`config.mk`:
```
export PLATFORM = sky130hd
export DESIGN_NAME = rr_request_manager
export DESIGN_NICKNAME = d
export VERILOG_FILES = /design/src/rtl/rr_request_manager.sv
export SDC_FILE = /design/constraint.sdc
export NUM_CORES = 1
export LEC_CHECK = 0
export ABC_AREA = 1
export CAP_MARGIN = 30
export CORE_MARGIN = 2
export CORE_UTILIZATION = 45
export CTS_BUF_LIST = sky130_fd_sc_hd__clkbuf_2 sky130_fd_sc_hd__clkbuf_4 sky130_fd_sc_hd__clkbuf_8
export CTS_CLUSTER_SIZE = 40
export DETAILED_ROUTE_END_ITERATION = 10
export PLACE_DENSITY_LB_ADDON = 0.2
export SETUP_SLACK_MARGIN = 0.1
export SLEW_MARGIN = 10
export SYNTH_ARGS = -nofsm -noshare
export SYNTH_HDL_FRONTEND = slang
export SYNTH_SLANG_ARGS = --single-unit
```
`constraint.sdc`:
```
create_clock -name clk -period 2.17 [get_ports clk]
set_clock_uncertainty 0.1 [all_clocks]
set_input_delay 0.217 -clock clk [delete_from_list [all_inputs] [get_ports clk]]
set_output_delay 0.217 -clock clk [all_outputs]
set_load 0.1 [all_outputs]
```
`src/rtl/rr_request_manager.sv`:
```
// rr_request_manager
// Requester side of a round-robin req/grant interface. Each client keeps a
// saturating pending-job counter and runs its own small FSM
// (IDLE -> REQ -> OWN -> RELEASE). While it owns the resource, it holds it for
// HOLD_CYCLES granted cycles per job. After each job it drops req for one
// cycle so the arbiter can rotate to another client.
//
// Optional build macro: RR_PROTOCOL_CHECK_EN
//   When defined, the module adds a sticky protocol_err output. It flags:
//   - a grant to a client that is not requesting or owning,
//   - a multi-hot grant vector,
//   - a grant lost in the middle of an OWN window.
//   Functional behaviour is the same with or without the macro.
//
// Handshake: req_outputs[i] is a registered request that stays high until the
// job completes or reset. The grant is acted on only in the cycle it is
// sampled high at the rising edge. A low grant sampled in OWN aborts the job.

module rr_request_manager #(
    parameter int NUM_CLIENTS = 3,
    parameter int JOB_CNT_W   = 4,
    parameter int HOLD_CYCLES = 4
) (
    input  logic                             clk,
    input  logic                             rst,
    input  logic [NUM_CLIENTS-1:0]           job_push,
    input  logic [NUM_CLIENTS-1:0]           grant_inputs,
    output logic [NUM_CLIENTS-1:0]           req_outputs,
    output logic [NUM_CLIENTS-1:0]           busy_outputs,
    output logic [NUM_CLIENTS-1:0]           job_done,
    output logic [NUM_CLIENTS-1:0]           overflow,
    output logic [NUM_CLIENTS*JOB_CNT_W-1:0] pending_flat
`ifdef RR_PROTOCOL_CHECK_EN
    ,
    output logic                             protocol_err
`endif
);

    localparam int HOLD_W = (HOLD_CYCLES > 1) ? $clog2(HOLD_CYCLES) : 1;

    localparam logic [1:0] ST_IDLE    = 2'd0;
    localparam logic [1:0] ST_REQ     = 2'd1;
    localparam logic [1:0] ST_OWN     = 2'd2;
    localparam logic [1:0] ST_RELEASE = 2'd3;

    localparam logic [JOB_CNT_W-1:0] PEND_MAX  = '1;
    localparam logic [HOLD_W-1:0]    HOLD_LOAD = HOLD_W'(HOLD_CYCLES - 1);

`ifdef RR_PROTOCOL_CHECK_EN
    logic [NUM_CLIENTS-1:0] w_can_take;
    logic [NUM_CLIENTS-1:0] w_lost;
`endif

    for (genvar gi = 0; gi < NUM_CLIENTS; gi++) begin : g_client
        logic [1:0]           r_state;
        logic [HOLD_W-1:0]    r_hold;
        logic [JOB_CNT_W-1:0] r_pend;
        logic                 r_req;
        logic                 r_busy;
        logic                 r_done;
        logic                 r_ovf;

        logic [1:0]           w_state_nxt;
        logic [HOLD_W-1:0]    w_hold_nxt;
        logic [JOB_CNT_W-1:0] w_pend_nxt;
        logic                 w_complete;
        logic                 w_ovf_set;

        // Next-state, hold counter and pending-count update for this client
        always_comb begin
            w_complete  = (r_state == ST_OWN) && grant_inputs[gi] && (r_hold == '0);
            w_ovf_set   = 1'b0;
            w_pend_nxt  = r_pend;
            w_state_nxt = r_state;
            w_hold_nxt  = r_hold;

            // Push and completion in the same cycle cancel out
            if (job_push[gi] && !w_complete) begin
                if (r_pend == PEND_MAX) begin
                    w_ovf_set = 1'b1;
                end else begin
                    w_pend_nxt = r_pend + 1'b1;
                end
            end else if (!job_push[gi] && w_complete) begin
                w_pend_nxt = r_pend - 1'b1;
            end

            case (r_state)
                ST_IDLE: begin
                    if (w_pend_nxt != '0) begin
                        w_state_nxt = ST_REQ;
                    end
                end
                ST_REQ: begin
                    if (grant_inputs[gi]) begin
                        w_state_nxt = ST_OWN;
                        w_hold_nxt  = HOLD_LOAD;
                    end
                end
                ST_OWN: begin
                    if (!grant_inputs[gi]) begin
                        // Grant lost: abort; the job restarts in full on the next grant
                        w_state_nxt = ST_REQ;
                    end else if (r_hold == '0) begin
                        w_state_nxt = ST_RELEASE;
                    end else begin
                        w_hold_nxt = r_hold - 1'b1;
                    end
                end
                default: begin
                    w_state_nxt = (w_pend_nxt != '0) ? ST_REQ : ST_IDLE;
                end
            endcase
        end

        // State and registered outputs; outputs follow the next state so they align with it
        always_ff @(posedge clk) begin
            if (!rst) begin
                r_state <= ST_IDLE;
                r_hold  <= '0;
                r_pend  <= '0;
                r_req   <= 1'b0;
                r_busy  <= 1'b0;
                r_done  <= 1'b0;
                r_ovf   <= 1'b0;
            end else begin
                r_state <= w_state_nxt;
                r_hold  <= w_hold_nxt;
                r_pend  <= w_pend_nxt;
                r_req   <= (w_state_nxt == ST_REQ) || (w_state_nxt == ST_OWN);
                r_busy  <= (w_state_nxt == ST_OWN);
                r_done  <= w_complete;
                r_ovf   <= r_ovf | w_ovf_set;
            end
        end

        assign req_outputs[gi]                          = r_req;
        assign busy_outputs[gi]                         = r_busy;
        assign job_done[gi]                             = r_done;
        assign overflow[gi]                             = r_ovf;
        assign pending_flat[gi*JOB_CNT_W +: JOB_CNT_W] = r_pend;

`ifdef RR_PROTOCOL_CHECK_EN
        assign w_can_take[gi] = (r_state == ST_REQ) || (r_state == ST_OWN);
        assign w_lost[gi]     = (r_state == ST_OWN) && !grant_inputs[gi];
`endif
    end

`ifdef RR_PROTOCOL_CHECK_EN
    logic r_protocol_err;

    // Sticky flag for arbiter protocol violations seen at this edge
    always_ff @(posedge clk) begin
        if (!rst) begin
            r_protocol_err <= 1'b0;
        end else if (((grant_inputs & ~w_can_take) != '0) ||
                     ($countones(grant_inputs) > 1) ||
                     (w_lost != '0)) begin
            r_protocol_err <= 1'b1;
        end
    end

    assign protocol_err = r_protocol_err;
`endif

endmodule

```
==> Word level (Yosys, flattened, before mapping) <==
Cells that the tools add are included.
{ "op_classes": {"n_eq_ne": 24, "bitwise": 3, "addsub": 9, "n_reduce_logical": 36, "muxes": 45} }
{ "op_table": {"columns": ["op", "n"], "rows": [
  ["2-to-1 mux 2 bit", 21],
  ["2-to-1 mux 4 bit", 9],
  ["inequality test 2 bit (second input constant)", 9],
  ["case mux 2 bit (3 select lines)", 3],
  ["adder 4 x 1 -> 4 bit (second input constant)", 3],
  ["equality test 2 x 1 -> 1 bit (second input constant)", 6],
  ["equality test 2 bit (second input constant)", 6],
  ["equality test 4 bit (second input constant)", 3],
  ["logical AND 1 bit", 12],
  ["logical NOT 2 bit", 6],
  ["case mux 2 bit (2 select lines)", 3],
  ["AND reduction 4 bit", 3],
  ["nonzero test 4 bit", 3],
  ["subtractor 4 x 1 -> 4 bit (second input constant)", 3],
  ["2-to-1 mux 1 bit", 9],
  ["logical NOT 1 bit", 6],
  ["nonzero test 2 bit", 3],
  ["subtractor 2 x 1 -> 2 bit (second input constant)", 3],
  ["logical OR 1 bit", 3],
  ["OR 1 bit", 3]
]} }
{ "totals": {"out_inout_bits": 24, "regBits": 36} }

==> Longest topological paths before layout <==
Gate-level depths: netlist of the first run.
{ "logic_depth": {"ltp_word": 11, "ltp_mapped": 16} }

==> Least setup slack after synthesis of the first run <==
OpenSTA, ideal clock, no wires.
{ "synth_path": {"kind": "register to register", "from": "reg g_client[1].r_pend[0]", "to": "reg g_client[1].r_req", "path_stages_with_launch": 13, "slack_ps": -396, "n_path_buf": 0, "synth_period_minus_slack_ps": 2566, "t_arrival_ps": 2336, "t_required_ps": 1940, "cell_sequence": "dfxtp_1 ha_1 nand2_1 clkinv_1 nand2_2 nand3_2 nand3_1 nand2_1 nor2_1 nand3_1 nand2_2 ha_1 nor2_1"} }
{ "synth_between": {"elab_chain_cells": 8, "elab_cells_between_ends": 13, "classes_between": "add/sub (2); eq/ne (3); mux (6); reduce/logical (2)"} }
{ "synth_rtl": {"columns": ["element", "line", "rtl"], "rows": [
  ["start, declared", "57", "logic [JOB_CNT_W-1:0] r_pend;"],
  ["start signal, assigned", "129", "r_pend <= w_pend_nxt;"],
  ["subtractor 4 x 1 -> 4 bit (tied with other cells)", "85", "w_pend_nxt = r_pend - 1'b1;"],
  ["2-to-1 mux 4 bit, on equally long branches", "84, 79", null],
  ["2-to-1 mux 4 bit *", "78", "if (job_push[gi] && !w_complete) begin"],
  ["nonzero test 4 bit *", "90, 111", null],
  ["2-to-1 mux 1 bit or 2-to-1 mux 2 bit (tied branches)", "111, 90", null],
  ["case mux 2 bit (3 select lines) *", "88", "case (r_state)"],
  ["equality test 2 x 1 -> 1 bit or equality test 2 bit (tied branches)", "130", "r_req <= (w_state_nxt == ST_REQ) || (w_state_nxt == ST_OWN);"],
  ["logical OR 1 bit *", "130", null],
  ["end signal, assigned", "130", null],
  ["end, declared", "58", "logic r_req;"]
]} }
Mark *: on every way between the ends. The rest lies on a longest branch, timed or not.
A chain may end at the register's enable or synchronous reset.

==> Worst setup path after layout of the first run <==
{ "layout_path": {"from": "reg g_client[1].r_hold[0]", "to": "reg g_client[1].r_req"} }
{ "layout_between": {"elab_chain_cells": 10, "elab_cells_between_ends": 16, "classes_between": "eq/ne (2); mux (7); reduce/logical (7)"} }
{ "layout_rtl": {"columns": ["element", "line", "rtl"], "rows": [
  ["start, declared", "56", "logic [HOLD_W-1:0] r_hold;"],
  ["start signal, assigned", "128", "r_hold <= w_hold_nxt;"],
  ["logical NOT 2 bit *", "71, 104", null],
  ["logical AND 1 bit", "71", "w_complete = (r_state == ST_OWN) && grant_inputs[gi] && (r_hold == '0);"],
  ["logical AND 1 bit or logical NOT 1 bit (tied branches)", "84, 78", null],
  ["2-to-1 mux 4 bit or logical AND 1 bit (tied branches)", "84, 78", null],
  ["2-to-1 mux 4 bit", "78", null],
  ["nonzero test 4 bit", "90, 111", null],
  ["2-to-1 mux 1 bit or 2-to-1 mux 2 bit (tied branches)", "111, 90", null],
  ["case mux 2 bit (3 select lines) *", "88", null],
  ["equality test 2 x 1 -> 1 bit or equality test 2 bit (tied branches)", "130", null],
  ["logical OR 1 bit *", "130", null]
]} }
Marked as above.

==> results of run 1 <==
[final timing paths]
path / from / endpoint / slack [ps] / cells past startpoint
worst max-delay path: g_client[1].r_hold[0] / g_client[1].r_req / 230 / 15
worst min-delay path: g_client[1].r_hold[0] / g_client[1].r_hold[0] / 330 / 1
worst max register to register: g_client[1].r_hold[0] / g_client[1].r_req / 230 / 15
worst min register to register: g_client[1].r_hold[0] / g_client[1].r_hold[0] / 330 / 1
[final cells by class]
type / count / area [um^2] / area share (%)
clock buffer: 6 / 82.6 / 3.30
clock inverter: 2 / 10.0 / 0.401
inverter: 47 / 176 / 7.06
multi-input combinational: 204 / 1130 / 45.3
sequential: 36 / 752 / 30.1
tap: 52 / 65.1 / 2.60
timing repair buffer: 35 / 280 / 11.2
[sequential cells by signal, summed over array words and instances (netlist names)]
| register | cells |
|---|---|
| g_client.r_busy | 3 |
| g_client.r_ovf | 3 |
| g_client.r_hold | 6 |
| g_client.r_req | 3 |
| g_client.r_state | 6 |
| g_client.r_done | 3 |
| g_client.r_pend | 12 |
[critical path, cell delays in order (launching register included)]
cell     delay (ps)
dfxtp_2         330
inv_1            50
ha_1            160
inv_1            70
nor2_4          130
nand2_2          90
nand2_2         120
nand2_1          80
nand2_1          70
nand2_1          70
nand2_1          80
nor2_2           40
nand3_1          70
nand2_2          60
ha_1            280
nor2_1           90
[through the flow]
stage / power [uW] / util, % / setup WS (ps)
detailed placement: 1440 / 53.5 / 138
finish: 1930 / 56.2 / 235
global placement: 1440 / 53.5 / 136
global route: 2050 / 56.2 / 30.7
CTS: 1940 / 55.6 / 245
floorplan: 1340 / - / 126
[metal layers]
metal	wire (um)	up-vias	GRT usage (%)
li1	-	997	-
met4	63	0	7.41
met1	1890	829	20.9
met3	199	6	4.01
met2	1940	39	28.1
met5	0	-	0
[power groups by stage]
stage | clock network, uW | logic (uW) | registers (uW)
2_1_floorplan | 0 | 472 | 867
3_3_place_gp | 0 | 653 | 786
3_5_place_dp | 0 | 657 | 787
4_1_cts | 505 | 658 | 772
5_1_grt | 533 | 734 | 786
6_report | 487 | 666 | 775
[cells by family after synthesis]
logic type | synth area share (%)
AO/OA/AOI/OAI | 9.45
adder cells (fa/ha/maj) | 7.09
AND/OR/NAND/NOR | 34.3
buffers and inverters | 13.5
flip-flops | 34.0
XOR/XNOR | 1.65
[repair_timing]
| action | in CTS | in global routing |
|---|---|---|
| gates resized for setup | 0 | 8 |
| endpoints found under the setup margin | 0 | 4 |
| hold buffers | 0 | 0 |
| setup buffers | 0 | 1 |
[placed cells by master, fill, tap and decap left out, drive strengths merged]
| cell type | instances |
|---|---|
| dfxtp | 36 |
| clkbuf | 6 |
| buf | 28 |
| inv | 47 |
| xor2 | 2 |
| a31oi | 4 |
| ha | 12 |
| nand3b | 1 |
| nand2 | 77 |
| nor2 | 38 |
| o21ai | 14 |
| xnor2 | 2 |
| clkdlybuf4s50 | 7 |
| nor3 | 4 |
| a21oi | 15 |
| nand3 | 28 |
| nand4 | 4 |
| clkinv | 2 |
| o21a | 3 |
==> impl_metrics.csv, run 1 <==
group,metric,value,unit
route,first_pass_iters,5,
clock_tree,numCtsBuffers,5,
worst_setup_path,cp-end-kind,"flop",
clock_tree,clk_path_buf_depth,2,
pwr,leakagePower,0.00128,uW
finish,num_antenna_cells,0,
worst_setup_path,crit_type,"flop to flop",
sta,timing.setup.tns,0,ps
placed_design,placed_area,2380,um^2
sta,slew_headroom,78.8,%
die,rows,24,
sta,rsz0062_at_grt,"true",
grt,antenna_found_initial,0,
die,start_util,47.7,%
clock_tree,cts_htree_levels,2,
route,dr_total_vias,1871,
synth,ys_ff_latch,36,
placed_design,dp.cells,373,
placed_design,gp_congestion,0.894,
die,die_area,5270,um^2
die,die_w,72.6,um
grt,grt_first_pass_wirelength,7010,um
die,die_y,72.6,um
sta,finalCriticalPeriod,1940,ps
synth,yosysTopAreaCell,"dfxtp_1",
synth,synth_commonest_cells,"60 x nand2_1, 40 x inv_1, 36 x dfxtp_1",
clock_tree,cts_root_buffer,"clkbuf_8",
synth,synth_nets,323,
clock_tree,clk_pin_slew_worst_paths,70,ps
grt,grtUsageTotal,16.9,%
finish,area_growth,18.0,%
synth,netlist_area,2120,um^2
pwr,vdd_drop_max,0.498,mV
route,ant_nets,0,
worst_setup_path,cp-start-kind,"flop",
worst_setup_path,path_max_fanout,6,
grt,gr-total-overflow,0,
synth,synthCells,303,
synth,yosys_most_used_dff,"dfxtp_1",
die,ios,32,
route,routedWlPerCell,10.7,um
outcome,status,"finished clean",
finish,fillCellCount,461,
synth,synth.yosys.seq_area_share,34.0,%
finish,layout.nets,349,
synth,syn_area_per_cell,6.99,um^2
synth,yosysUniqueCellTypes,27,
pwr,p_seq_share,40.2,%
route,avgViaCountPerCell,4.90,
synth,ys_warn_count,0,
placed_design,dp_hpwl,3110,um
pwr,switchingPower,762,uW
sta,finalSetupViolCount,0,
synth,synth.most_common_cell,"nand2_1",
finish,instances_no_fill,382,
sta,finalCritPeriodShare,89.2,%
clock_tree,clk-insertion-delay-late,280,ps
sta,worstMarginPinSlew,317,ps
route,route.detailed.drc,0,
sta,max_freq,517,MHz
finish,design_area,2500,um^2
route,routed_wl,4100,um
sta,final-hold-violation-count,0,
route,first_iter_violations,115,
worst_setup_path,crit_arrival,2060,ps
pwr,pwr-share-clk,25.3,%
synth,async_flop_share,0,%
grt,grt_pass1_vias,1678,
worst_setup_path,critPathRequiredTime,2290,ps
pwr,p_per_area,772,nW/um^2
synth,synth_top_area_share,34.0,%
grt,grt_max_degree,13,
placed_design,io_buffers,31,
clock_tree,cts_tree,"yes",
pwr,sw_frac_of_total,39.5,%
sta,report.final.slew_viol_count,0,
synth,synth_edf_count,0,
job,maxCapViolCount,0,
hold_path,hp-class,"flop to flop",
clock_tree,cts.sink_count,36,
pwr,intPower,1170,uW
die,core,4440,um^2
pwr,power_frac_comb,34.5,%
sta,hold_ws,334,ps
synth,synth.top_cells.by_area,"dfxtp_1 34%, nand2_1 11%, ha_1 7.1%, inv_1 7.1%, nand3_1 5.7%",
finish,layout-drive-gt1-share,27.9,%
No activity file was read; power rests on OpenSTA's default activity.
==> run 2, diff against run 1 <==
Clock period 2.17 ns to 1.85 ns, I/O delays scaled along.
==> run 2 against run 1 <==
The flow now finishes with violations (negative setup slack). Clock-buffer cell count stayed put. Power is 49% higher. Worst setup slack worse by 350 ps. Clock power is 46% higher. Final cell count is 16% higher. Global-route usage is 5.8 points higher. Sequential power is 19% higher. Sequential share of layout area is 7.4 points lower. Largest power group is now combinational logic.
==> impl_metrics.csv, run 2 (same netlist as run 1, synthesis figures left out) <==
group,metric,value,unit
grt,grt_pass1_vias,2217,
pwr,leakagePower,0.00166,uW
worst_setup_path,cp-start-kind,"flop",
route,route.detailed.drc,0,
outcome,status,"finished, violations left",
sta,timing.setup.tns,-288,ps
route,routed_wl,6200,um
finish,postLayoutCoreUtil,76.5,%
die,ios,32,
worst_setup_path,cp-end-kind,"flop",
sta,finalCriticalPeriod,1960,ps
outcome,violations,"negative setup slack",
finish,instances_no_fill,445,
sta,worstMarginPinSlew,336,ps
route,ant_nets,0,
worst_setup_path,reg2reg_depth,11,
pwr,intPower,1760,uW
placed_design,pre_cts_slack,-160,ps
route,first_pass_iters,4,
worst_setup_path,cpMaxStageDelayCell,"dfxtp_4",
sta,rsz0062_at_grt,"true",
finish,area_growth,60.5,%
worst_setup_path,critPathRequiredTime,1930,ps
sta,report.final.slew_viol_count,0,
clock_tree,cts_tree,"yes",
placed_design,gp_congestion,0.865,
route,first_iter_violations,214,
route,dr_total_vias,2332,
worst_setup_path,slowest_delay,380,ps
sta,finalSetupViolCount,4,
placed_design,io_buffers,31,
finish,mostFrequentLayoutCell,"buf_4",
clock_tree,numCtsBuffers,5,
clock_tree,clk_path_buf_depth,2,
sta,layout_setup_ws,-112,ps
finish,largestRegisters,"g_client.r_pend x12, g_client.r_hold x6, g_client.r_state x6",
pwr,pwr-share-clk,24.7,%
pwr,sw_frac_of_total,39.0,%
clock_tree,cts_root_buffer,"clkbuf_8",
finish,fillCellCount,315,
worst_setup_path,path_cells,"inv_2, ha_2, nand2_1, o21ai_1, nand2_2, nand2_1, nor2_2, nand3_2, nand2_2, ha_4, nor2_1",
placed_design,dp_hpwl,3360,um
worst_setup_path,crit_arrival,2040,ps
clock_tree,clk-insertion-delay-late,290,ps
sta,finalCritPeriodShare,106,%
clock_tree,cts_htree_levels,2,
pwr,switchingPower,1120,uW
die,die_area,5270,um^2
die,core,4440,um^2
route,avgViaCountPerCell,5.24,
hold_path,holdPathStages,1,
die,start_util,47.7,%
grt,grtUsageTotal,22.7,%
grt,grt_max_degree,15,
grt,gr-total-overflow,0,
pwr,power_frac_comb,43.2,%
grt,grt_first_pass_wirelength,9450,um
die,rows,24,
clock_tree,clk_pin_slew_worst_paths,80,ps
finish,largest_register_ffs,12,
finish,layout-drive-gt1-share,56.5,%
die,die_w,72.6,um
sta,hold_ws,369,ps
hold_path,hp-class,"flop to flop",
route,routedWlPerCell,13.9,um
clock_tree,postCtsHoldBufs,0,
sta,slew_headroom,77.4,%
sta,max_freq,510,MHz
pwr,p_seq_share,32.1,%
finish,regMostFlops,"g_client.r_pend",
worst_setup_path,path_max_fanout,3,
job,maxCapViolCount,0,
sta,final-hold-violation-count,0,
placed_design,dp.cells,407,
finish,layout.nets,412,
finish,mostFrequentLayoutCells,"85 x buf_4, 42 x nand2_1, 24 x nand2_2, 22 x nor2_1, 22 x inv_1",
die,die_y,72.6,um
finish,num_antenna_cells,0,
worst_setup_path,crit_type,"flop to flop",
pwr,p_per_area,847,nW/um^2
pwr,vdd_drop_max,0.728,mV
grt,antenna_found_initial,0,
clock_tree,cts.sink_count,36,
## run 2: changes by cell type in the layout (fill, tap and decap cells not counted), sizes merged
cell and delta:
inv -1, bufinv +1, buf +63
## run 2: metrics by stage
step / total power [uW] / cell area, um^2
after CTS: 2730 / 3240
after global placement: 1820 / 2780
final: 2880 / 3400
after detailed placement: 1830 / 2780
after global routing: 3020 / 3400
after floorplan: 1590 / 2250
## run 2: path summary, 6_finish.rpt
path | startpoint | end | slack (ps)
hold reg to reg | g_client[2].r_ovf | g_client[2].r_ovf | 370
setup / recovery | g_client[1].r_pend[1] | g_client[1].r_req | -110
hold / removal | g_client[2].r_ovf | g_client[2].r_ovf | 370
setup reg to reg | g_client[1].r_pend[1] | g_client[1].r_req | -110
## run 2: critical path, delay by kind of cell (launching register included)
| family | cells | cell delay (ps) |
|---|---|---|
| AO/OA/AOI/OAI | 1 | 150 |
| buffers and inverters | 1 | 50 |
| adder cells (fa/ha/maj) | 2 | 610 |
| AND/OR/NAND/NOR | 7 | 540 |
| flip-flops | 1 | 380 |
## run 2: timing repair
action	4_1_cts	5_1_grt
setup endpoints to repair	9	11
pin swaps	46	22
endpoints found under the hold margin	0	0
resized for setup	51	33
cloned	0	0
setup buffers	25	8
## run 2: layout make-up
type,count,area (um^2),area share [%]
Clock buffer,6,76.3,2.24
Clock inverter,2,35.0,1.03
Inverter,47,185,5.45
Multi-Input combinational cell,204,1470,43.1
Sequential cell,36,771,22.7
Tap cell,52,65.1,1.91
Timing Repair Buffer,98,802,23.6
## run 2: routing by layer
metal	wire (um)	vias up	track usage (%)
li1	-	1126	-
met1	2510	1096	26.3
met3	294	16	4.83
met5	0	-	0
met2	3290	94	41.1
met4	111	0	7.82
## run 2: power by group through the flow
stage / Combinational (uW) / Clock, uW / Sequential, uW
floorplan: 570 / 0 / 1020
global placement: 888 / 0 / 928
detailed placement: 902 / 0 / 929
CTS: 1080 / 729 / 920
global route: 1330 / 759 / 937
finish: 1250 / 712 / 924
==> run 3, diff against run 2 <==
Clock period 1.85 ns to 1.98 ns, I/O delays scaled along.
==> run 3 against run 2 <==
The flow now finishes without violations. Clock-buffer cell count is the same. Global-route usage shrank 4.7 points. First-iteration DRC count down 62%. Clock power fell by 7.3%. Via count is 15% lower. Largest power group unchanged. Highest routed layer unchanged.
==> impl_metrics.csv, run 3 (same netlist as run 1, synthesis figures left out) <==
group,metric,value,unit
die,die_y,72.6,um
sta,finalCriticalPeriod,1850,ps
clock_tree,numCtsBuffers,5,
outcome,status,"finished clean",
grt,grt_pass1_vias,1734,
placed_design,dp_hpwl,3180,um
worst_setup_path,crit_start,"g_client[1].r_hold[0]",
finish,mostFrequentLayoutCells,"48 x nand2_1, 46 x buf_4, 25 x inv_1, 22 x nor2_1, 22 x nand2_2",
finish,multiInputGateArea,1350,um^2
placed_design,io_buffers,31,
finish,num_antenna_cells,0,
finish,largestRegisters,"g_client.r_pend x12, g_client.r_hold x6, g_client.r_state x6",
die,die_w,72.6,um
clock_tree,clk_path_buf_depth,2,
die,start_util,47.7,%
sta,report.final.slew_viol_count,0,
hold_path,hp-class,"flop to flop",
finish,seq_area,768,um^2
pwr,p_per_area,839,nW/um^2
worst_setup_path,reg2reg_depth,14,
sta,final-hold-violation-count,0,
route,routed_wl,4480,um
sta,layout_setup_ws,135,ps
clock_tree,cts_tree,"yes",
pwr,finalPower,2420,uW
die,die_area,5270,um^2
placed_design,placed_area,2510,um^2
route,first_pass_iters,6,
worst_setup_path,cp-end-kind,"flop",
grt,gr-total-overflow,0,
route,routedWlPerCell,11.2,um
finish,design_area,2890,um^2
grt,antenna_found_initial,0,
finish,mostFrequentLayoutCell,"nand2_1",
sta,slew_headroom,78.4,%
worst_setup_path,cp-start-kind,"flop",
finish,area_growth,36.4,%
finish,largest_register_ffs,12,
die,ios,32,
clock_tree,cts_htree_levels,2,
hold_path,holdPathStages,1,
die,rows,24,
clock_tree,clk-insertion-delay-late,290,ps
job,maxCapViolCount,0,
route,route.detailed.drc,0,
worst_setup_path,path_max_fanout,6,
worst_setup_path,crit_type,"flop to flop",
route,dr_total_vias,1986,
worst_setup_path,r2r_slack,130,ps
worst_setup_path,crit_arrival,1980,ps
clock_tree,cts_root_buffer,"clkbuf_8",
sta,finalCritPeriodShare,93.2,%
placed_design,gp_congestion,0.883,
finish,layout-drive-gt1-share,45.7,%
worst_setup_path,r2r_start,"g_client[1].r_hold[0]",
hold_path,worstHoldStart,"g_client[2].r_hold[0]",
sta,rsz0062_at_grt,"true",
sta,max_freq,542,MHz
sta,worstMarginPinSlew,323,ps
clock_tree,clk_pin_slew_worst_paths,80,ps
finish,regMostFlops,"g_client.r_pend",
grt,grt_max_degree,14,
finish,layout.nets,367,
clock_tree,cts.sink_count,36,
pwr,leakagePower,0.00140,uW
finish,fillCellCount,384,
worst_setup_path,critPathRequiredTime,2110,ps
placed_design,pre_cts_slack,-69.3,ps
route,ant_nets,0,
route,avgViaCountPerCell,4.97,
grt,grt_first_pass_wirelength,7480,um
grt,grtUsageTotal,18.0,%
die,core,4440,um^2
sta,finalSetupViolCount,0,
route,first_iter_violations,81,
pwr,vdd_drop_max,0.421,mV
## run 3: area by class of cell
type / count / share of cell area, %
Clock inverter: 2 / 1.21
Multi-Input combinational cell: 204 / 46.8
Clock buffer: 6 / 2.64
Tap cell: 52 / 2.25
Inverter: 47 / 6.10
Timing Repair Buffer: 53 / 14.4
Sequential cell: 36 / 26.6
## run 3: layer usage
layer / global-route usage [%] / share of wire (%) / routed length [um]
met1: 22.0 / 46 / 2080
met3: 4.56 / 4.1 / 186
met5: 0 / 0 / 0
met4: 6.79 / 1.5 / 68
met2: 30.3 / 48 / 2150
## run 3: through the flow
step / std cells / hold slack [ps] / setup TNS (ps) / utilization, %
after floorplan: 303 / 236 / 0 / -
after global placement: 382 / 339 / -71.7 / 56.5
after detailed placement: 382 / 347 / -103 / 56.5
after CTS: 390 / 360 / 0 / 59.3
after global routing: 400 / 375 / -29.0 / 65.0
final: 400 / 342 / 0 / 65.0
## run 3: report_power, final
| part | internal, uW | switching (uW) |
|---|---|---|
| clock | 387 | 273 |
| sequential | 792 | 65.9 |
| combinational | 308 | 598 |
## run 3: final timing paths
kind                           endpoint
setup / recovery      g_client[1].r_req
hold / removal    g_client[2].r_hold[0]
setup reg to reg      g_client[1].r_req
hold reg to reg   g_client[2].r_hold[0]
## run 3: worst max-delay path, cell delays in order, from the launching register on
cell	delay, ps
dfxtp_2	340
inv_2	60
ha_4	120
inv_2	40
nor2_4	140
nand2_4	80
nand2_4	100
nor2_2	40
nand2_1	90
nand2_1	70
nor2_2	120
nand3_1	90
nand2_2	100
ha_4	190
nor2_1	80
## run 3: repair_timing
item	4_1_cts	5_1_grt
resized for setup	4	54
cloned	0	0
pin swaps	0	37
endpoints found under the setup margin	3	8
buffers inserted	0	10
hold buffers	0	0
